--- config.mk ---
export PLATFORM = sky130hd
export DESIGN_NAME = bcd4_to_bin
export DESIGN_NICKNAME = d
export VERILOG_FILES = /design/src/rtl/bcd4_to_bin.sv
export SDC_FILE = /design/constraint.sdc
export NUM_CORES = 1
export LEC_CHECK = 0
export CAP_MARGIN = 20
export CORE_ASPECT_RATIO = 2
export CORE_UTILIZATION = 48
export DETAILED_ROUTE_END_ITERATION = 6
export GPL_TIMING_DRIVEN = 0
export PLACE_DENSITY = 0.76
export SLEW_MARGIN = 20
export SYNTH_ARGS = -nofsm -noshare
export SYNTH_HDL_FRONTEND = slang
export SYNTH_SLANG_ARGS = --single-unit
--- constraint.sdc ---
create_clock -name clk -period 1.6 [get_ports clk]
set_clock_uncertainty 0.2 [all_clocks]
set_input_delay 0.16 -clock clk [delete_from_list [all_inputs] [get_ports clk]]
set_output_delay 0.16 -clock clk [all_outputs]
set_load 0.02 [all_outputs]
--- src/rtl/bcd4_to_bin.sv ---
// ---------------------------------------------------------------------------
// bcd4_to_bin
//
// Sequential packed-BCD to binary converter using reverse double-dabble.
// Each SHIFT cycle shifts the {bcd, bin} register right by one and then
// subtracts 3 from every BCD nibble that reads >= 8. After N_BIN iterations
// the low N_BIN bits hold the binary value and the BCD field is empty.
//
// Ports:
//   clk      in   1        system clock, rising edge
//   rst_n    in   1        asynchronous active-low reset
//   start    in   1        conversion request, sampled only while idle
//   bcd_in   in   4*N_DIG  packed BCD, digit 0 (units) in bits [3:0]
//   busy     out  1        conversion in progress
//   done     out  1        one-cycle pulse when a result or error is posted
//   err      out  1        last request had a nibble > 9 (held until next start)
//   bin_out  out  N_BIN    last conversion result (held until next result)
//
// Handshake: a request is accepted on a rising edge where start=1 and the
// converter is idle (busy=0). bcd_in is captured only on that edge. A
// request with a bad digit is answered on the same edge (done=1, err=1,
// bin_out=0) and never raises busy. A good request raises busy on the
// accepting edge t0 and posts done=1, busy=0 and the result at t0+N_BIN.
// start while busy is dropped. start during the done cycle is accepted,
// so back-to-back conversions complete every N_BIN+1 cycles.
// ---------------------------------------------------------------------------
module bcd4_to_bin #(
    parameter int N_DIG = 4,
    parameter int N_BIN = 14
) (
    input  logic               clk,
    input  logic               rst_n,
    input  logic               start,
    input  logic [4*N_DIG-1:0] bcd_in,
    output logic               busy,
    output logic               done,
    output logic               err,
    output logic [N_BIN-1:0]   bin_out
);

    localparam int BCD_W  = 4 * N_DIG;
    localparam int SREG_W = BCD_W + N_BIN;
    localparam int CNT_W  = (N_BIN > 1) ? $clog2(N_BIN) : 1;

    typedef enum logic [0:0] {
        IDLE  = 1'b0,
        SHIFT = 1'b1
    } state_t;

    // Current FSM state; a plain named signal so checkers can bind to it.
    state_t             state;
    logic [SREG_W-1:0]  sreg;
    logic [CNT_W-1:0]   count;

    logic               digit_err;
    logic [SREG_W-1:0]  shifted;
    logic [SREG_W-1:0]  corrected;
    logic [3:0]         nib;

    // Any incoming digit above 9 makes the whole request invalid.
    always_comb begin
        digit_err = 1'b0;
        for (int i = 0; i < N_DIG; i++) begin
            if (bcd_in[4*i +: 4] > 4'd9) begin
                digit_err = 1'b1;
            end
        end
    end

    // One reverse double-dabble step. A nibble >= 8 after the shift means a
    // '1' moved down from the next decimal digit (worth 10, i.e. 5 after the
    // halving, but 8 in binary), so 3 is removed. No underflow is possible.
    always_comb begin
        shifted   = sreg >> 1;
        corrected = shifted;
        nib       = 4'd0;
        for (int i = 0; i < N_DIG; i++) begin
            nib = shifted[N_BIN + 4*i +: 4];
            if (nib >= 4'd8) begin
                corrected[N_BIN + 4*i +: 4] = nib - 4'd3;
            end
        end
    end

    always_ff @(posedge clk or negedge rst_n) begin
        if (!rst_n) begin
            state   <= IDLE;
            sreg    <= '0;
            count   <= '0;
            busy    <= 1'b0;
            done    <= 1'b0;
            err     <= 1'b0;
            bin_out <= '0;
        end else begin
            // done is a single-cycle pulse unless re-armed below.
            done <= 1'b0;
            case (state)
                IDLE: begin
                    if (start) begin
                        if (digit_err) begin
                            done    <= 1'b1;
                            err     <= 1'b1;
                            bin_out <= '0;
                        end else begin
                            sreg  <= {bcd_in, {N_BIN{1'b0}}};
                            count <= '0;
                            err   <= 1'b0;
                            busy  <= 1'b1;
                            state <= SHIFT;
                        end
                    end
                end
                SHIFT: begin
                    sreg  <= corrected;
                    count <= count + 1'b1;
                    if (count == CNT_W'(N_BIN - 1)) begin
                        bin_out <= corrected[N_BIN-1:0];
                        done    <= 1'b1;
                        busy    <= 1'b0;
                        state   <= IDLE;
                    end
                end
                default: begin
                    state <= IDLE;
                end
            endcase
        end
    end

endmodule

==> results of run 1 <==
## layer usage
metal / GRT usage [%] / vias to the layer above / wire length, µm
met4: 13.0 / 0 / 120
met3: 4.01 / 9 / 128
met1: 23.7 / 852 / 1980
li1: - / 801 / -
met2: 39.6 / 50 / 2910
met5: 0 / - / 0
## area by class of cell
type,count,share of cell area (%)
Clock buffer,6,2.32
Clock inverter,2,1.92
Buffer,10,2.64
Timing Repair Buffer,63,18.7
Inverter,10,1.20
Multi-Input combinational cell,109,30.3
Tap cell,55,2.20
Sequential cell,51,40.8
## worst min-delay path by stage
stage,depth (start not counted),endpoint,slack [ns],from
6_report,3,sreg[29],0.02,bcd_in[15]
5_1_grt,3,sreg[29],0.03,bcd_in[15]
4_1_cts,2,sreg[23],0.05,bcd_in[9]
3_5_place_dp,1,bin_out[2],0.03,rst_n
3_3_place_gp,1,bin_out[7],0.28,bin_out[7]
2_1_floorplan,0,bin_out[0],-0.34,rst_n
## worst max-delay path, delay by kind of cell, from the launching register on
family	cells	cell delay [ns]
adders and majority gates	1	0.19
AOI/OAI and AO/OA	1	0.26
DFF	1	0.42
xor gates and xnor gates	1	0.13
and+or+nand+nor	2	0.29
## Yosys cell counts, drive strengths merged
cell / n
xor2: 4
nand2b: 3
inv: 10
nor2b: 3
nor3: 1
nor2: 8
xnor2: 4
buf: 8
and4: 2
dfrtp: 51
mux2: 1
a22o: 30
a221o: 15
clkbuf: 3
nand2: 3
a21oi: 7
and2: 9
mux2i: 3
nand4: 1
ha: 8
o21ai: 5
nand3: 2
## per-stage QoR
stage / total power, mW / instance area (µm²)
after global routing: 5.73 / 3130
after CTS: 5.35 / 3020
after global placement: 4.05 / 2710
final: 5.44 / 3130
after detailed placement: 4.12 / 2700
after floorplan: 3.39 / 2290
## kinds of logic (layout without fill, tap and decap cells)
kind of cell / count (synthesis) / in the layout / synth area share, %
adder cells (fa/ha/maj): 8 / 8 / 4.43
AND/OR/NAND/NOR: 32 / 32 / 8.19
buffers and inverters: 21 / 91 / 4.76
multiplexers: 4 / 4 / 1.83
AO/OA/AOI/OAI: 57 / 57 / 21.3
XOR/XNOR: 8 / 8 / 3.10
flip-flops: 51 / 51 / 56.4
## power by group
part / internal (mW) / switching, mW
clock network: 0.625 / 0.421
logic: 1.19 / 1.07
registers: 1.75 / 0.383
total: 3.57 / 1.87
## state kept, by name, summed over array words and instances (netlist names)
| register | count |
|---|---|
| count | 4 |
| bin_out | 14 |
| state | 1 |
| err | 1 |
| done | 1 |
| busy | 1 |
| sreg | 29 |
## timing repair
item / in CTS / in global routing
buffers inserted: 15 / 4
gates cloned: 2 / 1
endpoints found under the setup margin: 64 / 45
gates resized for setup: 39 / 18
endpoints found under the hold margin: 51 / 5
hold buffers: 1 / 5
pin swaps: 5 / 10
==> impl_results.html, run 1 <==
<table>
<tr><th>Metric</th><th>Value</th></tr>
<tr><th colspan="2">Clock network</th></tr>
<tr><td>Number of sinks on the clock net</td><td>between 50 and 60</td></tr>
<tr><td>Bufs on Longest Clock Path</td><td>2</td></tr>
<tr><td>Clock root buffer</td><td>sky130_fd_sc_hd__clkbuf_8</td></tr>
<tr><td>Total CTS buffers</td><td>5</td></tr>
<tr><td>H-Tree Level Count</td><td>2</td></tr>
<tr><td>Clock transition at the registers of the reported paths</td><td>0.09 ns</td></tr>
<tr><td>TritonCTS clock tree</td><td>done</td></tr>
<tr><td>Clock network latency to the later pin of the worst-skew pair</td><td>~0.3 ns</td></tr>
<tr><th colspan="2">Setup path</th></tr>
<tr><td>Sort of element at the start of the critical path</td><td>flip-flop</td></tr>
<tr><td>Data required time of the critical path</td><td>1.60 ns</td></tr>
<tr><td>Worst R2R Start</td><td>sreg[20]</td></tr>
<tr><td>Data arrival, critical path</td><td>approximately 1.6 ns</td></tr>
<tr><td>Crit-path cells</td><td>ha_2, nand2b_4, xnor2_1, and2_1, a221o_1</td></tr>
<tr><td>Critical Path End Type</td><td>flip-flop</td></tr>
<tr><td>Setup slack of the most critical reg-to-reg path</td><td>roughly 0.0076 ns</td></tr>
<tr><td>Setup Crit Path Kind</td><td>reg2reg</td></tr>
<tr><td>Reg2Reg Depth</td><td>5</td></tr>
<tr><td>Critical-path maximum fanout</td><td>4</td></tr>
<tr><td>Critical path startpoint</td><td>sreg[20]</td></tr>
<tr><td>Endpoint of the most critical setup path</td><td>sreg[20]</td></tr>
<tr><td>Worst R2R End</td><td>sreg[20]</td></tr>
<tr><td>CP peak stage delay</td><td>0.42 ns</td></tr>
<tr><td>Critical Path Slowest Stage Cell</td><td>sky130_fd_sc_hd__dfrtp_1</td></tr>
<tr><th colspan="2">Placement</th></tr>
<tr><td>Minimum setup slack after placement</td><td>-0.524 ns</td></tr>
<tr><td>Placed Cells incl. Taps</td><td>roughly 270</td></tr>
<tr><td>Count of buffers from port buffering</td><td>35</td></tr>
<tr><td>HPWL after DPL</td><td>3220 µm</td></tr>
<tr><td>Global placer's final weighted congestion</td><td>around 0.81</td></tr>
<tr><th colspan="2">Route</th></tr>
<tr><td>Final ANT Viol Nets</td><td>0</td></tr>
<tr><td>Routed WL per cell</td><td>between 15 and 20 µm</td></tr>
<tr><td>Detailed-route wire length</td><td>about 5100 µm</td></tr>
<tr><td>Remaining design rule violation count</td><td>0</td></tr>
<tr><td>Iter 0 DRT Violations</td><td>39</td></tr>
<tr><td>Via density per instance</td><td>~5.6</td></tr>
<tr><td>Via count</td><td>1712</td></tr>
<tr><td>Initial DRT Pass Iterations</td><td>4</td></tr>
<tr><th colspan="2">Floorplan</th></tr>
<tr><td>Die footprint</td><td>5010 µm²</td></tr>
<tr><td>Overall die width</td><td>50.5 µm</td></tr>
<tr><td>Die Span Y</td><td>between 90 and 100 µm</td></tr>
<tr><td>Number of top-level pins</td><td>36</td></tr>
<tr><td>Starting density of the core</td><td>49.6%</td></tr>
<tr><td>Core Rows</td><td>35</td></tr>
<tr><td>Std-Cell Core Area</td><td>roughly 4600 µm²</td></tr>
<tr><th colspan="2">Synthesis</th></tr>
<tr><td>Register bit count reported by yosys</td><td>slightly above 50</td></tr>
<tr><td>Top post-synthesis cells by area</td><td>sky130_fd_sc_hd__dfrtp_1, sky130_fd_sc_hd__a22o_1, sky130_fd_sc_hd__a221o_1</td></tr>
<tr><td>Distinct cells, synth</td><td>28</td></tr>
<tr><td>Fraction of post-synthesis cell area in the top cell type by area</td><td>between 50% and 60%</td></tr>
<tr><td>Post-Syn Nets</td><td>208</td></tr>
<tr><td>Netlist area before placement</td><td>between 2000 and 2500 µm²</td></tr>
<tr><td>Total number of yosys warnings</td><td>0</td></tr>
<tr><td>Most area-hungry cell type in the Yosys netlist</td><td>sky130_fd_sc_hd__dfrtp_1</td></tr>
<tr><td>Mean post-synth cell area</td><td>around 12 µm²</td></tr>
<tr><td>Syn Inst Count</td><td>roughly 180</td></tr>
<tr><td>Sequential share of the synthesized area</td><td>a little under three fifths</td></tr>
<tr><th colspan="2">Global route</th></tr>
<tr><td>Combined global-route utilization of all metal layers</td><td>between 20% and 30%</td></tr>
<tr><td>Number of antenna violations at the first check in global routing</td><td>0</td></tr>
<tr><td>Pin count of the biggest net entering global routing</td><td>52</td></tr>
<tr><td>Via count of the first global-routing pass</td><td>roughly 1800</td></tr>
<tr><td>First-pass GRT wire length</td><td>roughly 8200 µm</td></tr>
<tr><td>Total global routing overflow</td><td>0</td></tr>
<tr><th colspan="2">Job</th></tr>
<tr><td>Number of maximum-capacitance constraint violations</td><td>0</td></tr>
<tr><th colspan="2">Timing</th></tr>
<tr><td>Transition time of the tightest slew-check pin</td><td>around 0.64 ns</td></tr>
<tr><td>Achievable Freq</td><td>roughly 630 MHz</td></tr>
<tr><td>Final critical delay including setup and external delays</td><td>1.59 ns</td></tr>
<tr><td>Finish-stage setup viols</td><td>0</td></tr>
<tr><td>Final period utilization</td><td>roughly 100%</td></tr>
<tr><td>Fin worst setup slack</td><td>~0.0076 ns</td></tr>
<tr><td>Unrepaired setup endpoints after global routing</td><td>yes</td></tr>
<tr><td>Setup TNS after final layout</td><td>0 ns</td></tr>
<tr><td>Slew headroom</td><td>57.3%</td></tr>
<tr><td>Post-route worst hold slack</td><td>approximately 0.024 ns</td></tr>
<tr><td>Final hold violation count</td><td>0</td></tr>
<tr><td>Max-slew violation count</td><td>0</td></tr>
<tr><th colspan="2">Cells and area</th></tr>
<tr><td>Highest-count cells in the layout ignoring fill and taps</td><td>sky130_fd_sc_hd__dfrtp_1, sky130_fd_sc_hd__a22o_1, sky130_fd_sc_hd__dlygate4sd2_1, sky130_fd_sc_hd__buf_4, sky130_fd_sc_hd__a221o_1</td></tr>
<tr><td>Area of combinational cells with multiple inputs</td><td>between 900 and 1000 µm²</td></tr>
<tr><td>Filler instances</td><td>357</td></tr>
<tr><td>Sequential cell area</td><td>around 1300 µm²</td></tr>
<tr><td>Final Net Count</td><td>about 280</td></tr>
<tr><td>Layout cell share with drive strength beyond 1</td><td>between 20% and 30%</td></tr>
<tr><td>Final instance count without filler cells</td><td>roughly 310</td></tr>
<tr><td>Leading cell type in the layout, fill and taps excluded</td><td>sky130_fd_sc_hd__dfrtp_1</td></tr>
<tr><td>Final Util</td><td>around 69%</td></tr>
<tr><td>Layout-stage area growth over the synthesis result</td><td>38.5%</td></tr>
<tr><td>Antenna diodes</td><td>0</td></tr>
<tr><th colspan="2">Pwr</th></tr>
<tr><td>Peak supply drop</td><td>roughly 1100 µV</td></tr>
<tr><td>PD cells</td><td>around 1700 nW/µm²</td></tr>
<tr><td>Leakage Power</td><td>between 1.5 and 2 nW</td></tr>
<tr><th colspan="2">Status</th></tr>
<tr><td>Outcome</td><td>finished clean</td></tr>
<tr><th colspan="2">Hold path</th></tr>
<tr><td>HP Class</td><td>in2reg</td></tr>
</table>
Power figures use the tool's default switching activity.
==> run 2: changes to the inputs <==
--- a/config.mk
+++ b/config.mk
@@ -7,6 +7,7 @@
 export LEC_CHECK = 0
 export CAP_MARGIN = 20
 export CORE_ASPECT_RATIO = 2
+export CORE_MARGIN = 2
 export CORE_UTILIZATION = 48
 export DETAILED_ROUTE_END_ITERATION = 6
 export GPL_TIMING_DRIVEN = 0
==> impl_results.html, run 2 (synthesized netlist as in run 1, its figures left out) <==
<table>
<tr><th>Metric</th><th>Value</th></tr>
<tr><th colspan="2">Pwr</th></tr>
<tr><td>Leakage Power</td><td>1.56 nW (-2.2%)</td></tr>
<tr><td>Share of power burned in the clock network</td><td>17.2% (-2.0 points)</td></tr>
<tr><td>Net switching fraction of the power</td><td>35.5% (+1.0 points)</td></tr>
<tr><td>Share of power burned in registers</td><td>40.4% (+1.2 points)</td></tr>
<tr><td>PD cells</td><td>1710 nW/µm² (-1.8%)</td></tr>
<tr><td>Switching power total</td><td>1.86 mW (-0.51%)</td></tr>
<tr><td>Internal Dissipation</td><td>3.39 mW (-4.9%)</td></tr>
<tr><td>Total power</td><td>5.25 mW (-3.4%)</td></tr>
<tr><td>Combinational fraction of design power</td><td>42.4% (+0.8 points)</td></tr>
<tr><td>Peak supply drop</td><td>1010 µV (-11%)</td></tr>
<tr><th colspan="2">Clock network</th></tr>
<tr><td>TritonCTS clock tree</td><td>done</td></tr>
<tr><td>Clock transition at the registers of the reported paths</td><td>0.09 ns (about the same)</td></tr>
<tr><td>Clock network latency to the later pin of the worst-skew pair</td><td>0.31 ns (about the same)</td></tr>
<tr><td>Total CTS buffers</td><td>5 (unchanged)</td></tr>
<tr><td>Bufs on Longest Clock Path</td><td>2 (unchanged)</td></tr>
<tr><td>H-Tree Level Count</td><td>2 (unchanged)</td></tr>
<tr><td>Number of sinks on the clock net</td><td>51 (unchanged)</td></tr>
<tr><td>Clock root buffer</td><td>sky130_fd_sc_hd__clkbuf_8</td></tr>
<tr><th colspan="2">Cells and area</th></tr>
<tr><td>Largest registers</td><td>sreg: 29 flops, bin_out: 14 flops, count: 4 flops</td></tr>
<tr><td>Fin area</td><td>3080 µm² (-1.6%)</td></tr>
<tr><td>Leading cell type in the layout, fill and taps excluded</td><td>sky130_fd_sc_hd__dfrtp_1</td></tr>
<tr><td>Layout-stage area growth over the synthesis result</td><td>36.2%</td></tr>
<tr><td>Filler instances</td><td>352 (-1.4%)</td></tr>
<tr><td>Antenna diodes</td><td>0 (unchanged)</td></tr>
<tr><td>Layout cell share with drive strength beyond 1</td><td>23.8% (+0.28 points)</td></tr>
<tr><td>Final instance count without filler cells</td><td>303 (-0.98%)</td></tr>
<tr><td>Highest-count cells in the layout ignoring fill and taps</td><td>sky130_fd_sc_hd__dfrtp_1, sky130_fd_sc_hd__a22o_1, sky130_fd_sc_hd__dlygate4sd2_1, sky130_fd_sc_hd__buf_4, sky130_fd_sc_hd__a221o_1</td></tr>
<tr><td>Largest reg by FF count</td><td>sreg</td></tr>
<tr><td>Largest register FFs</td><td>29 (unchanged)</td></tr>
<tr><td>Final Net Count</td><td>274 (-1.1%)</td></tr>
<tr><th colspan="2">Route</th></tr>
<tr><td>Detailed-route wire length</td><td>5020 µm (-2.5%)</td></tr>
<tr><td>Routed WL per cell</td><td>16.6 µm (-1.5%)</td></tr>
<tr><td>Final ANT Viol Nets</td><td>0 (unchanged)</td></tr>
<tr><td>Initial DRT Pass Iterations</td><td>4 (unchanged)</td></tr>
<tr><td>Via density per instance</td><td>5.70 (+1.8%)</td></tr>
<tr><td>Iter 0 DRT Violations</td><td>29 (-26%)</td></tr>
<tr><td>Remaining design rule violation count</td><td>0 (unchanged)</td></tr>
<tr><td>Via count</td><td>1726 (+0.82%)</td></tr>
<tr><th colspan="2">Global route</th></tr>
<tr><td>Most heavily used metal layer in global routing</td><td>met2</td></tr>
<tr><td>GRT met1 Usage</td><td>24.3% (+0.58 points)</td></tr>
<tr><td>Combined global-route utilization of all metal layers</td><td>21.3% (-1.0 points)</td></tr>
<tr><td>Met2 Resource Use GR</td><td>36.3% (-3.2 points)</td></tr>
<tr><td>Number of antenna violations at the first check in global routing</td><td>0 (unchanged)</td></tr>
<tr><td>Met3 Use GR</td><td>3.56% (-0.45 points)</td></tr>
<tr><td>Pin count of the biggest net entering global routing</td><td>52 (unchanged)</td></tr>
<tr><td>First-pass GRT wire length</td><td>8290 µm (+0.50%)</td></tr>
<tr><td>Via count of the first global-routing pass</td><td>1783 (-0.89%)</td></tr>
<tr><td>Total global routing overflow</td><td>0 (unchanged)</td></tr>
<tr><th colspan="2">Timing</th></tr>
<tr><td>Achievable Freq</td><td>630 MHz (+0.34%)</td></tr>
<tr><td>Slew headroom</td><td>58.3% (+1.0 points)</td></tr>
<tr><td>Transition time of the tightest slew-check pin</td><td>0.625 ns (-0.0154 ns)</td></tr>
<tr><td>Fin worst setup slack</td><td>0.0130 ns (+0.00535 ns)</td></tr>
<tr><td>Final period utilization</td><td>99.2% (-0.33 points)</td></tr>
<tr><td>Final hold violation count</td><td>0 (unchanged)</td></tr>
<tr><td>Max-slew violation count</td><td>0 (unchanged)</td></tr>
<tr><td>Finish-stage setup viols</td><td>0 (unchanged)</td></tr>
<tr><td>Unrepaired setup endpoints after global routing</td><td>yes</td></tr>
<tr><td>Setup TNS after final layout</td><td>0 ns (unchanged)</td></tr>
<tr><td>Final critical delay including setup and external delays</td><td>1.59 ns (-0.00535 ns)</td></tr>
<tr><th colspan="2">Floorplan</th></tr>
<tr><td>Core Rows</td><td>35 (unchanged)</td></tr>
<tr><td>Starting density of the core</td><td>49.6% (unchanged)</td></tr>
<tr><td>Die footprint</td><td>5310 µm² (+6.1%)</td></tr>
<tr><td>Overall die width</td><td>52.5 µm (+4.0%)</td></tr>
<tr><td>Number of top-level pins</td><td>36 (unchanged)</td></tr>
<tr><td>Std-Cell Core Area</td><td>4550 µm² (unchanged)</td></tr>
<tr><td>Die Span Y</td><td>101 µm (+2.0%)</td></tr>
<tr><th colspan="2">Setup path</th></tr>
<tr><td>Sort of element at the start of the critical path</td><td>flip-flop</td></tr>
<tr><td>Data required time of the critical path</td><td>1.60 ns (about the same)</td></tr>
<tr><td>Critical Path End Type</td><td>flip-flop</td></tr>
<tr><td>CP Buf/Inv Count</td><td>2 (+2)</td></tr>
<tr><td>Critical-path maximum fanout</td><td>5 (+1)</td></tr>
<tr><td>Crit-path cells</td><td>inv_1, ha_2, and4_4, a21oi_4, buf_6, a22o_1</td></tr>
<tr><td>Data arrival, critical path</td><td>1.58 ns (about the same)</td></tr>
<tr><td>Setup Crit Path Kind</td><td>reg2reg</td></tr>
<tr><td>CP peak stage delay</td><td>0.40 ns (-0.02 ns)</td></tr>
<tr><td>Critical Path Slowest Stage Cell</td><td>sky130_fd_sc_hd__dfrtp_1</td></tr>
<tr><td>CP top delay family</td><td>flip-flops</td></tr>
<tr><th colspan="2">Placement</th></tr>
<tr><td>Minimum setup slack after placement</td><td>-0.545 ns (-0.0203 ns)</td></tr>
<tr><td>Count of buffers from port buffering</td><td>35 (unchanged)</td></tr>
<tr><td>Global placer's final weighted congestion</td><td>0.820 (+0.94%)</td></tr>
<tr><td>Placed Cells incl. Taps</td><td>271 (unchanged)</td></tr>
<tr><td>HPWL after DPL</td><td>3220 µm (about the same)</td></tr>
<tr><td>Instance area after placement</td><td>2700 µm² (unchanged)</td></tr>
<tr><th colspan="2">Job</th></tr>
<tr><td>Number of maximum-capacitance constraint violations</td><td>0 (unchanged)</td></tr>
<tr><th colspan="2">Hold path</th></tr>
<tr><td>HP Class</td><td>in2reg</td></tr>
<tr><th colspan="2">Status</th></tr>
<tr><td>Outcome</td><td>finished clean</td></tr>
</table>
[run 2: cell count changes in the layout (fill, tap and decap cells not counted)]
cell / previous run / this run
sky130_fd_sc_hd__clkinv_4: 0 / 1
sky130_fd_sc_hd__xnor2_2: 0 / 1
sky130_fd_sc_hd__clkdlybuf4s50_1: 7 / 8
sky130_fd_sc_hd__clkinv_2: 0 / 1
sky130_fd_sc_hd__clkbuf_1: 1 / 0
sky130_fd_sc_hd__xnor2_1: 4 / 3
sky130_fd_sc_hd__dlymetal6s2s_1: 7 / 5
sky130_fd_sc_hd__buf_6: 10 / 8
sky130_fd_sc_hd__dlygate4sd2_1: 20 / 21
sky130_fd_sc_hd__dlygate4sd3_1: 6 / 5
sky130_fd_sc_hd__bufinv_16: 2 / 1
[run 2: worst register-to-register path, stage by stage (launching register included)]
cell and delay (ns):
sky130_fd_sc_hd__dfrtp_1 0.40, sky130_fd_sc_hd__inv_1 0.07, sky130_fd_sc_hd__ha_2 0.16, sky130_fd_sc_hd__and4_4 0.26, sky130_fd_sc_hd__a21oi_4 0.07, sky130_fd_sc_hd__buf_6 0.15, sky130_fd_sc_hd__a22o_1 0.18
[run 2: layout make-up]
| cell class | count | area (µm²) | share of cell area [%] |
|---|---|---|---|
| buffer | 10 | 82.6 | 2.68 |
| clock buffer | 5 | 68.8 | 2.23 |
| clock inverter | 3 | 43.8 | 1.42 |
| inverter | 10 | 37.5 | 1.22 |
| multi-input combinational | 109 | 955 | 31.0 |
| sequential | 51 | 1280 | 41.4 |
| tap | 55 | 68.8 | 2.23 |
| timing repair buffer | 60 | 547 | 17.8 |
[run 2: final timing paths]
path | cells after the start | to | startpoint | slack [ns]
worst max-delay path | 6 | bin_out[12] | count[1] | 0.01
worst min-delay path | 2 | sreg[23] | bcd_in[9] | 0.05
worst max register to register | 6 | bin_out[12] | count[1] | 0.01
worst min register to register | 1 | bin_out[7] | bin_out[7] | 0.30
max in group asynchronous | 2 | done | rst_n | 0.57
min in group asynchronous | 2 | bin_out[2] | rst_n | 0.20
[run 2: per-layer routing]
layer / share of wire, % / wire [µm]
met4: 3.5 / 178
met2: 56 / 2790
met5: 0 / 0
met1: 38 / 1880
met3: 3.3 / 167
[run 2: power by group through the flow]
stage          combinational (mW)  clock [mW]  sequential [mW]
2_1_floorplan                1.13           0             2.26
3_3_place_gp                 1.89           0             2.16
3_5_place_dp                 1.94           0             2.17
4_1_cts                      2.17       0.920             2.11
5_1_grt                      2.45       0.968             2.18
6_report                     2.23       0.902             2.12
[run 2: what timing repair did]
item                       in CTS  in global routing
gates resized for setup        37                 18
hold buffers                    1                  4
buffers inserted               16                  1
setup endpoints to repair      62                 41
pin swaps                      10                  8
cloned                          3                  0
hold endpoints to repair       51                  4
[run 2: through the flow]
stage                     utilization [%]  hold WS (ns)
after floorplan                         -        -0.336
after global placement               59.4         0.282
after detailed placement             59.3        0.0241
after CTS                            65.6        0.0417
after global routing                 67.6        0.0643
final                                67.6        0.0499
==> run 3: changes to the inputs <==
--- a/config.mk
+++ b/config.mk
@@ -8,10 +8,10 @@
 export CAP_MARGIN = 20
 export CORE_ASPECT_RATIO = 2
 export CORE_MARGIN = 2
-export CORE_UTILIZATION = 48
+export CORE_UTILIZATION = 57
 export DETAILED_ROUTE_END_ITERATION = 6
 export GPL_TIMING_DRIVEN = 0
-export PLACE_DENSITY = 0.76
+export PLACE_DENSITY = 0.84
 export SLEW_MARGIN = 20
 export SYNTH_ARGS = -nofsm -noshare
 export SYNTH_HDL_FRONTEND = slang
==> constraint.sdc (replaced) <==
create_clock -name clk -period 1.9 [get_ports clk]
set_clock_uncertainty 0.2 [all_clocks]
set_input_delay 0.19 -clock clk [delete_from_list [all_inputs] [get_ports clk]]
set_output_delay 0.19 -clock clk [all_outputs]
set_load 0.02 [all_outputs]
==> impl_results.html, run 3 (synthesized netlist as in run 1, its figures left out) <==
<table>
<tr><th>Metric</th><th>Value</th></tr>
<tr><th colspan="2">Floorplan</th></tr>
<tr><td>Die footprint</td><td>4520 µm² (-15%)</td></tr>
<tr><td>Overall die width</td><td>48.5 µm (-7.6%)</td></tr>
<tr><td>Std-Cell Core Area</td><td>3840 µm² (-16%)</td></tr>
<tr><td>Die Span Y</td><td>93.1 µm (-7.9%)</td></tr>
<tr><td>Starting density of the core</td><td>58.8% (+9.2 points)</td></tr>
<tr><td>Number of top-level pins</td><td>36 (unchanged)</td></tr>
<tr><td>Core Rows</td><td>32 (-8.6%)</td></tr>
<tr><th colspan="2">Clock network</th></tr>
<tr><td>Clock transition at the registers of the reported paths</td><td>0.09 ns (about the same)</td></tr>
<tr><td>Clock root buffer</td><td>sky130_fd_sc_hd__clkbuf_8</td></tr>
<tr><td>TritonCTS clock tree</td><td>done</td></tr>
<tr><td>Bufs on Longest Clock Path</td><td>2 (unchanged)</td></tr>
<tr><td>Total CTS buffers</td><td>5 (unchanged)</td></tr>
<tr><td>H-Tree Level Count</td><td>2 (unchanged)</td></tr>
<tr><td>Clock network latency to the later pin of the worst-skew pair</td><td>0.30 ns (about the same)</td></tr>
<tr><td>Number of sinks on the clock net</td><td>51 (unchanged)</td></tr>
<tr><th colspan="2">Cells and area</th></tr>
<tr><td>Sequential cell area</td><td>1280 µm² (unchanged)</td></tr>
<tr><td>Layout cell share with drive strength beyond 1</td><td>11.4% (-12 points)</td></tr>
<tr><td>Largest register FFs</td><td>29 (unchanged)</td></tr>
<tr><td>Area of combinational cells with multiple inputs</td><td>888 µm² (-6.9%)</td></tr>
<tr><td>Highest-count cells in the layout ignoring fill and taps</td><td>sky130_fd_sc_hd__dfrtp_1, sky130_fd_sc_hd__clkdlybuf4s50_1, sky130_fd_sc_hd__a22o_1, sky130_fd_sc_hd__a221o_1</td></tr>
<tr><td>Largest registers</td><td>sreg: 29 flops, bin_out: 14 flops, count: 4 flops</td></tr>
<tr><td>Final Net Count</td><td>255 (-6.9%)</td></tr>
<tr><td>Final Util</td><td>73.9% (+6.3 points)</td></tr>
<tr><td>Antenna diodes</td><td>0 (unchanged)</td></tr>
<tr><td>Largest reg by FF count</td><td>sreg</td></tr>
<tr><td>Fin area</td><td>2840 µm² (-7.7%)</td></tr>
<tr><td>Filler instances</td><td>277 (-21%)</td></tr>
<tr><td>Layout-stage area growth over the synthesis result</td><td>25.7%</td></tr>
<tr><td>Leading cell type in the layout, fill and taps excluded</td><td>sky130_fd_sc_hd__dfrtp_1</td></tr>
<tr><th colspan="2">Timing</th></tr>
<tr><td>Final period utilization</td><td>96.5% (-2.7 points)</td></tr>
<tr><td>Final hold violation count</td><td>0 (unchanged)</td></tr>
<tr><td>Achievable Freq</td><td>546 MHz (-13%)</td></tr>
<tr><td>Setup TNS after final layout</td><td>0 ns (unchanged)</td></tr>
<tr><td>Post-route worst hold slack</td><td>0.154 ns (+0.104 ns)</td></tr>
<tr><td>Slew headroom</td><td>65.6% (+7.3 points)</td></tr>
<tr><td>Max-slew violation count</td><td>0 (unchanged)</td></tr>
<tr><td>Final critical delay including setup and external delays</td><td>1.83 ns (+0.246 ns)</td></tr>
<tr><td>Finish-stage setup viols</td><td>0 (unchanged)</td></tr>
<tr><td>Transition time of the tightest slew-check pin</td><td>0.516 ns (-0.109 ns)</td></tr>
<tr><th colspan="2">Route</th></tr>
<tr><td>Via count</td><td>1663 (-3.7%)</td></tr>
<tr><td>Routed WL per cell</td><td>18.5 µm (+12%)</td></tr>
<tr><td>Final ANT Viol Nets</td><td>0 (unchanged)</td></tr>
<tr><td>Iter 0 DRT Violations</td><td>80 (+180%)</td></tr>
<tr><td>Detailed-route wire length</td><td>5160 µm (+2.9%)</td></tr>
<tr><td>Via density per instance</td><td>5.96 (+4.6%)</td></tr>
<tr><td>Initial DRT Pass Iterations</td><td>4 (unchanged)</td></tr>
<tr><td>Remaining design rule violation count</td><td>0 (unchanged)</td></tr>
<tr><th colspan="2">Global route</th></tr>
<tr><td>GRT met1 Usage</td><td>28.3% (+4.0 points)</td></tr>
<tr><td>Via count of the first global-routing pass</td><td>1742 (-2.3%)</td></tr>
<tr><td>Met2 Resource Use GR</td><td>48.0% (+12 points)</td></tr>
<tr><td>Combined global-route utilization of all metal layers</td><td>25.0% (+3.7 points)</td></tr>
<tr><td>Total global routing overflow</td><td>0 (unchanged)</td></tr>
<tr><td>Most heavily used metal layer in global routing</td><td>met2</td></tr>
<tr><td>First-pass GRT wire length</td><td>8680 µm (+4.8%)</td></tr>
<tr><td>Pin count of the biggest net entering global routing</td><td>36 (-31%)</td></tr>
<tr><td>Number of antenna violations at the first check in global routing</td><td>0 (unchanged)</td></tr>
<tr><td>Met3 Use GR</td><td>3.04% (-0.53 points)</td></tr>
<tr><th colspan="2">Setup path</th></tr>
<tr><td>Data required time of the critical path</td><td>1.94 ns (+0.34 ns)</td></tr>
<tr><td>Data arrival, critical path</td><td>1.87 ns (+0.29 ns)</td></tr>
<tr><td>Reg2Reg Depth</td><td>6 (unchanged)</td></tr>
<tr><td>Critical-path maximum fanout</td><td>10 (+5)</td></tr>
<tr><td>Critical Path End Type</td><td>flip-flop</td></tr>
<tr><td>Setup Crit Path Kind</td><td>reg2reg</td></tr>
<tr><td>Sort of element at the start of the critical path</td><td>flip-flop</td></tr>
<tr><th colspan="2">Pwr</th></tr>
<tr><td>Total power</td><td>4.27 mW (-19%)</td></tr>
<tr><td>Leakage Power</td><td>1.31 nW (-16%)</td></tr>
<tr><td>PD cells</td><td>1500 nW/µm² (-12%)</td></tr>
<tr><td>Peak supply drop</td><td>950 µV (-6.1%)</td></tr>
<tr><th colspan="2">Placement</th></tr>
<tr><td>Instance area after placement</td><td>2690 µm² (-0.46%)</td></tr>
<tr><td>Global placer's final weighted congestion</td><td>0.780 (-4.9%)</td></tr>
<tr><td>Count of buffers from port buffering</td><td>35 (unchanged)</td></tr>
<tr><td>HPWL after DPL</td><td>3810 µm (+18%)</td></tr>
<tr><th colspan="2">Job</th></tr>
<tr><td>Number of maximum-capacitance constraint violations</td><td>0 (unchanged)</td></tr>
<tr><th colspan="2">Status</th></tr>
<tr><td>Outcome</td><td>finished clean</td></tr>
<tr><th colspan="2">Hold path</th></tr>
<tr><td>HP Class</td><td>in2async</td></tr>
</table>
run 3: cell count changes in the layout (fill, tap and decap cells not counted), sizes merged:
cell           change
buf               -16
clkbuf             +1
clkdlybuf4s50     +26
clkinv             -2
clkinvlp           +1
dlygate4sd2       -21
dlygate4sd3        -4
dlymetal6s2s       -5
run 3: through the flow:
| stage | worst slack [ns] | std cells |
|---|---|---|
| global route | -0.0203 | 279 |
| finish | 0.0670 | 279 |
| detailed placement | -0.255 | 268 |
| floorplan | 0.226 | 181 |
| global placement | -0.855 | 267 |
| CTS | 0.0140 | 276 |
run 3: area by class of cell:
class,instances,share of cell area [%]
sequential,51,44.9
multi-input combinational,109,31.3
timing repair buffer,40,14.0
buffer,11,2.51
clock buffer,5,2.42
tap,51,2.25
clock inverter,2,1.32
inverter,10,1.32
run 3: worst max-delay path, stage by stage (launching register included):
cell and delay, ns:
sky130_fd_sc_hd__dfrtp_1 0.43, sky130_fd_sc_hd__ha_1 0.20, sky130_fd_sc_hd__and4_1 0.19, sky130_fd_sc_hd__buf_2 0.19, sky130_fd_sc_hd__a21oi_4 0.20, sky130_fd_sc_hd__buf_4 0.21, sky130_fd_sc_hd__a22o_1 0.15
run 3: worst paths after layout:
| kind | from | endpoint | slack, ns |
|---|---|---|---|
| min reg2reg | bin_out[7] | bin_out[7] | 0.30 |
| max | count[0] | bin_out[0] | 0.07 |
| min | rst_n | sreg[2] | 0.15 |
| min in group clk | bcd_in[15] | sreg[29] | 0.30 |
| max reg2reg | count[0] | bin_out[0] | 0.07 |
| max in group asynchronous | rst_n | sreg[17] | 0.83 |
run 3: timing repair:
item,CTS,global route
pin swaps,0,1
endpoints found under the hold margin,51,0
gates resized for setup,2,1
setup endpoints to repair,9,24
buffers inserted,0,3
hold buffers,1,0
run 3: layer usage:
layer  vias up  wire (µm)
met5         -          0
met2        50       3030
met1       854       1890
li1        751          -
met3         8        183
met4         0         61
run 3: power breakdown:
part           switching (mW)  internal, mW  total, mW  leakage (nW)
combinational           0.839         0.874       1.71         0.589
clock                   0.347         0.385      0.732        0.0502
sequential              0.357          1.47       1.83         0.673
total                    1.54          2.73       4.27          1.31
==> variant 1, RTL diff (config.mk and constraints of run 1) <==
Change the parameter `N_DIG` from 4 to 8. Comments in the files are not updated.
--- a/src/rtl/bcd4_to_bin.sv
+++ b/src/rtl/bcd4_to_bin.sv
@@ -27,3 +27,3 @@
 module bcd4_to_bin #(
-    parameter int N_DIG = 4,
+    parameter int N_DIG = 8,
     parameter int N_BIN = 14
Interface: changed (resized bcd_in); port bits go from 36 to 52. No check against the original RTL was run, so the function may have changed too.
==> variant 1 against run 1 <==
The flow now finishes with violations (negative setup slack); worst setup slack worse by 72 ps; first-iteration DRC count rose to 5.8 times the old value; final area up 48%; routed wire length up 85%; non-clock buffer count up 22; total power up 57%; sequential cell count up 16; clock power up 100%; via count up 73%; count of clock-buffer cells in the layout up 6; maximum frequency down 4.4%; area after synthesis up 45%; die area up 44%; critical path type unchanged; largest power group unchanged.
==> variant 1: results (changes against run 1) <==
- Status: finished, violations left
- Failing checks: negative setup slack
- Commonest cells in the netlist: dfrtp_1, nand2_1, inv_1
- Dpl cell area: 3930 um^2 (+45%)
- Sequential fraction of the synthesis area: 0.511 (-0.0536)
- Routed vias: 2958 (+73%)
- Final GP Congestion: 0.813 (about the same)
- Post-Syn Instances: 313 (+73%)
- Synth top area cells: dfrtp_1, a221o_1, ha_1, a22o_1, nand2_1
- Adder-cell share of the synthesized area: 0.0610 (+0.0167)
- Slowest stage delay, CP: 440 ps (+20 ps)
- Hold crit path type: in -> async
- Largest net degree at the start of global routing: 59 (+13%)
- First-pass GRT wire length: 14500 um (+76%)
- Post-detail-place hpwl: 5510 um (+71%)
- Port bufs: 51 (+46%)
- Post-synthesis compound-gate area fraction: 0.226 (+0.0132)
- Worst-Skew Late Latency: 330 ps (+30 ps)
- Global routing met2 resource utilization: 0.461 (+0.0650)
- Worst-margin pin slew: 425 ps (-216 ps)
- Largest registers: sreg: 45 flops, bin_out: 14 flops, count: 4 flops
- Initial DRC Count: 226 (+480%)
- Kind of cell adding the most delay to the critical path: compound AO/OA/AOI/OAI gates
- Final setup viols: 3 (+3)
- CTS Buf Count: 9 (+4)
- PwrDens: 1850 nW/um^2 (+6.3%)
- PnR worst setup slack: -64.9 ps (-72.5 ps)
- Drt wl/cell: 19.1 um (+14%)
- XOR/XNOR Fraction of Synth Area: 0.0240 (-0.00697)
- Clock transition at path regs: 50 ps (-40 ps)
- Worst IR Drop VDD: 0.00120 V (+5.7%)
==> variant 1: cell types whose count changed in the layout (fill, tap and decap cells not counted), sizes merged, moves of 9 or more <==
cell and change:
dfrtp +16, and2 -9, inv +20, nor2 +10, o21ai +31, buf +9, dlygate4sd2 +19, a22o -15
nand2 +30
==> variant 1: through the flow <==
step                      setup TNS (ps)  worst slack (ps)
after detailed placement          -43090              -745
after global routing                -440             -92.5
after CTS                              0             0.417
final                               -120             -64.9
after global placement           -176510             -2040
after floorplan                        0              43.9
==> variant 1: final timing paths <==
check / cells after the start / from / slack, ps / to
min in group clk: 2 / bcd_in[22] / 20 / sreg[36]$_DFFE_PN0P_
max reg2reg: 4 / sreg[19]$_DFFE_PN0P_ / -60 / sreg[20]$_DFFE_PN0P_
max in group asynchronous: 3 / rst_n / 650 / sreg[19]$_DFFE_PN0P_
min: 2 / rst_n / 6 / bin_out[10]$_DFFE_PN0P_
max: 4 / sreg[19]$_DFFE_PN0P_ / -60 / sreg[20]$_DFFE_PN0P_
min reg2reg: 2 / busy$_DFFE_PN0P_ / 270 / busy$_DFFE_PN0P_
==> variant 1: what timing repair did <==
action / 4_1_cts / 5_1_grt
setup endpoints to repair: 84 / 59
hold buffers: 1 / 0
buffers inserted: 12 / 13
hold endpoints to repair: 67 / 0
gates cloned: 3 / 2
pin swaps: 17 / 19
resized for setup: 89 / 33
==> variant 1: cell type report <==
| class | instances | area (um^2) | area share |
|---|---|---|---|
| buffer | 13 | 118 | 0.0254 |
| clock buffer | 12 | 256 | 0.0554 |
| clock inverter | 2 | 60.1 | 0.0130 |
| inverter | 30 | 113 | 0.0243 |
| multi-input combinational | 202 | 1550 | 0.335 |
| sequential | 67 | 1690 | 0.365 |
| tap | 88 | 110 | 0.0238 |
| timing repair buffer | 82 | 733 | 0.158 |
==> variant 2, RTL diff (settings of run 1) <==
Without the edit above. Reset style: synchronous (`rst_n`), changed in one clocked block. Comments in the files are not updated.
--- a/src/rtl/bcd4_to_bin.sv
+++ b/src/rtl/bcd4_to_bin.sv
@@ -84,3 +84,3 @@
 
-    always_ff @(posedge clk or negedge rst_n) begin
+    always_ff @(posedge clk) begin
         if (!rst_n) begin
Formal check against the unedited RTL: differs if rst_n is asserted again (counterexample within 4 cycles, from zero or initial values and one cycle with rst_n low); with rst_n held inactive, the same outputs for 10 cycles.
==> variant 2 against run 1 <==
The flow now finishes with violations (negative setup slack); highest routed layer unchanged; worst setup slack got worse by 20 ps; area after synthesis increased by 1.1%; sequential cell count unchanged; maximum frequency decreased by 1.2%; routed wire length increased by 10%; final area decreased by 4.3%.
Power is not compared: it rests on default switching activity, and its combinational part moved more than twofold at a synthesized area within 25%.
==> variant 2: results (changes against run 1) <==
- Critical path peak fanout: 5 (+1)
- XOR/XNOR Fraction of Synth Area: 0.0230 (-0.00799)
- Final setup viols: 2 (+2)
- Clock Path Buffers: 2 (unchanged)
- Kind of cell adding the most delay to the critical path: simple AND/OR/NAND/NOR gates
- Critical Path AT: 1610 ps (+20 ps)
- Reg2reg end: bin_out[10]$_SDFFE_PN0P_
- Fillcell total: 393 (+10%)
- Number of global-route vias before repair: 2005 (+11%)
- Post-Syn Instances: 230 (+27%)
- Sequential fraction of the synthesis area: 0.447 (-0.118)
- Synth Net Count: 257 (+24%)
- Drt wl/cell: 16.5 um (-2.1%)
- CTS resizes: 52 (+33%)
- Slowest stage delay, CP: 340 ps (-80 ps)
- Largest net degree at the start of global routing: 16 (-69%)
- Post-detail-place hpwl: 3940 um (+22%)
- Final GP Congestion: 0.883 (+8.6%)
- Non-clock inverters: 12 (+2)
- Buffer share of cell area: 0.197 (-0.0164)
- Setup TNS: -20.5 ps (-20.5 ps)
- Setup repair bufs after CTS: 10 (-5)
- Plain + repair buffers: 68 (-6.8%)
- Post-synthesis compound-gate area fraction: 0.311 (+0.0980)
- Fraction of area in multi-input gates: 0.385 (+0.0828)
- Clkbuf count: 7 (+1)
- Distinct cell type count after synthesis: 30 (+7.1%)
- Synth area leader: dfxtp_1
- Pre-CTS setup slack: -530 ps (-5.75 ps)
- Nets: 315 (+14%)
- PnR worst setup slack: -12.0 ps (-19.7 ps)
- Die ar.: 5060 um^2 (+1.0%)
- First-pass GRT wire length: 9050 um (+9.7%)
- Slew Limit Headroom: 0.765 (+0.192)
- Drt pass-1 iters: 5 (+1)
- Clock-cell share: 0.0347 (-0.00771)
- Util after Layout: 0.652 (-0.0357)
- Total wire length: 5660 um (+10%)
- Dpl cell area: 2700 um^2 (about the same)
- Initial DRC Count: 41 (+5.1%)
- Ys Warns: 0 (unchanged)
- CTS Buf Count: 5 (unchanged)
- Commonest cells in the netlist: dfxtp_1, a22o_1, a21oi_1
- Number of multi-input logic gates: 150 (+38%)
- Sequential cell area: 1030 um^2 (-19%)
- Asr flop ratio synth: 0 (-1.00)
- Status: finished, violations left
- Routed vias: 1971 (+15%)
- CP startpoint: count[1]$_SDFFE_PN0P_
- Failing checks: negative setup slack
- Layout cells sized above 1: 0.218 (-0.0171)
-- variant 2: changes by cell type after synthesis, sizes merged, moves of 5 or more --
cell / delta
o2bb2ai: +5
nand2: +9
o21ai: +7
a21oi: +10
o21a: +14
dfxtp: +51
a221o: -15
and2: -8
a32o: +12
nand4: +6
a211oi: +6
dfrtp: -51
-- variant 2: worst min-delay path by stage --
stage | slack [ps] | cells after the start | endpoint
final | 90 | 3 | sreg[29]$_SDFFE_PN0P_
after global routing | 100 | 3 | sreg[28]$_SDFFE_PN0P_
after CTS | 60 | 3 | sreg[29]$_SDFFE_PN0P_
after detailed placement | 260 | 1 | bin_out[0]$_SDFFE_PN0P_
after global placement | 260 | 1 | bin_out[0]$_SDFFE_PN0P_
after floorplan | 110 | 2 | sreg[29]$_SDFFE_PN0P_
-- variant 2: metal layers --
layer	GRT usage	part of all wire	up-vias
met5	0	0	-
met4	0.124	0.034	0
met3	0.0352	0.030	14
met2	0.439	0.55	44
met1	0.243	0.38	952
li1	-	-	961
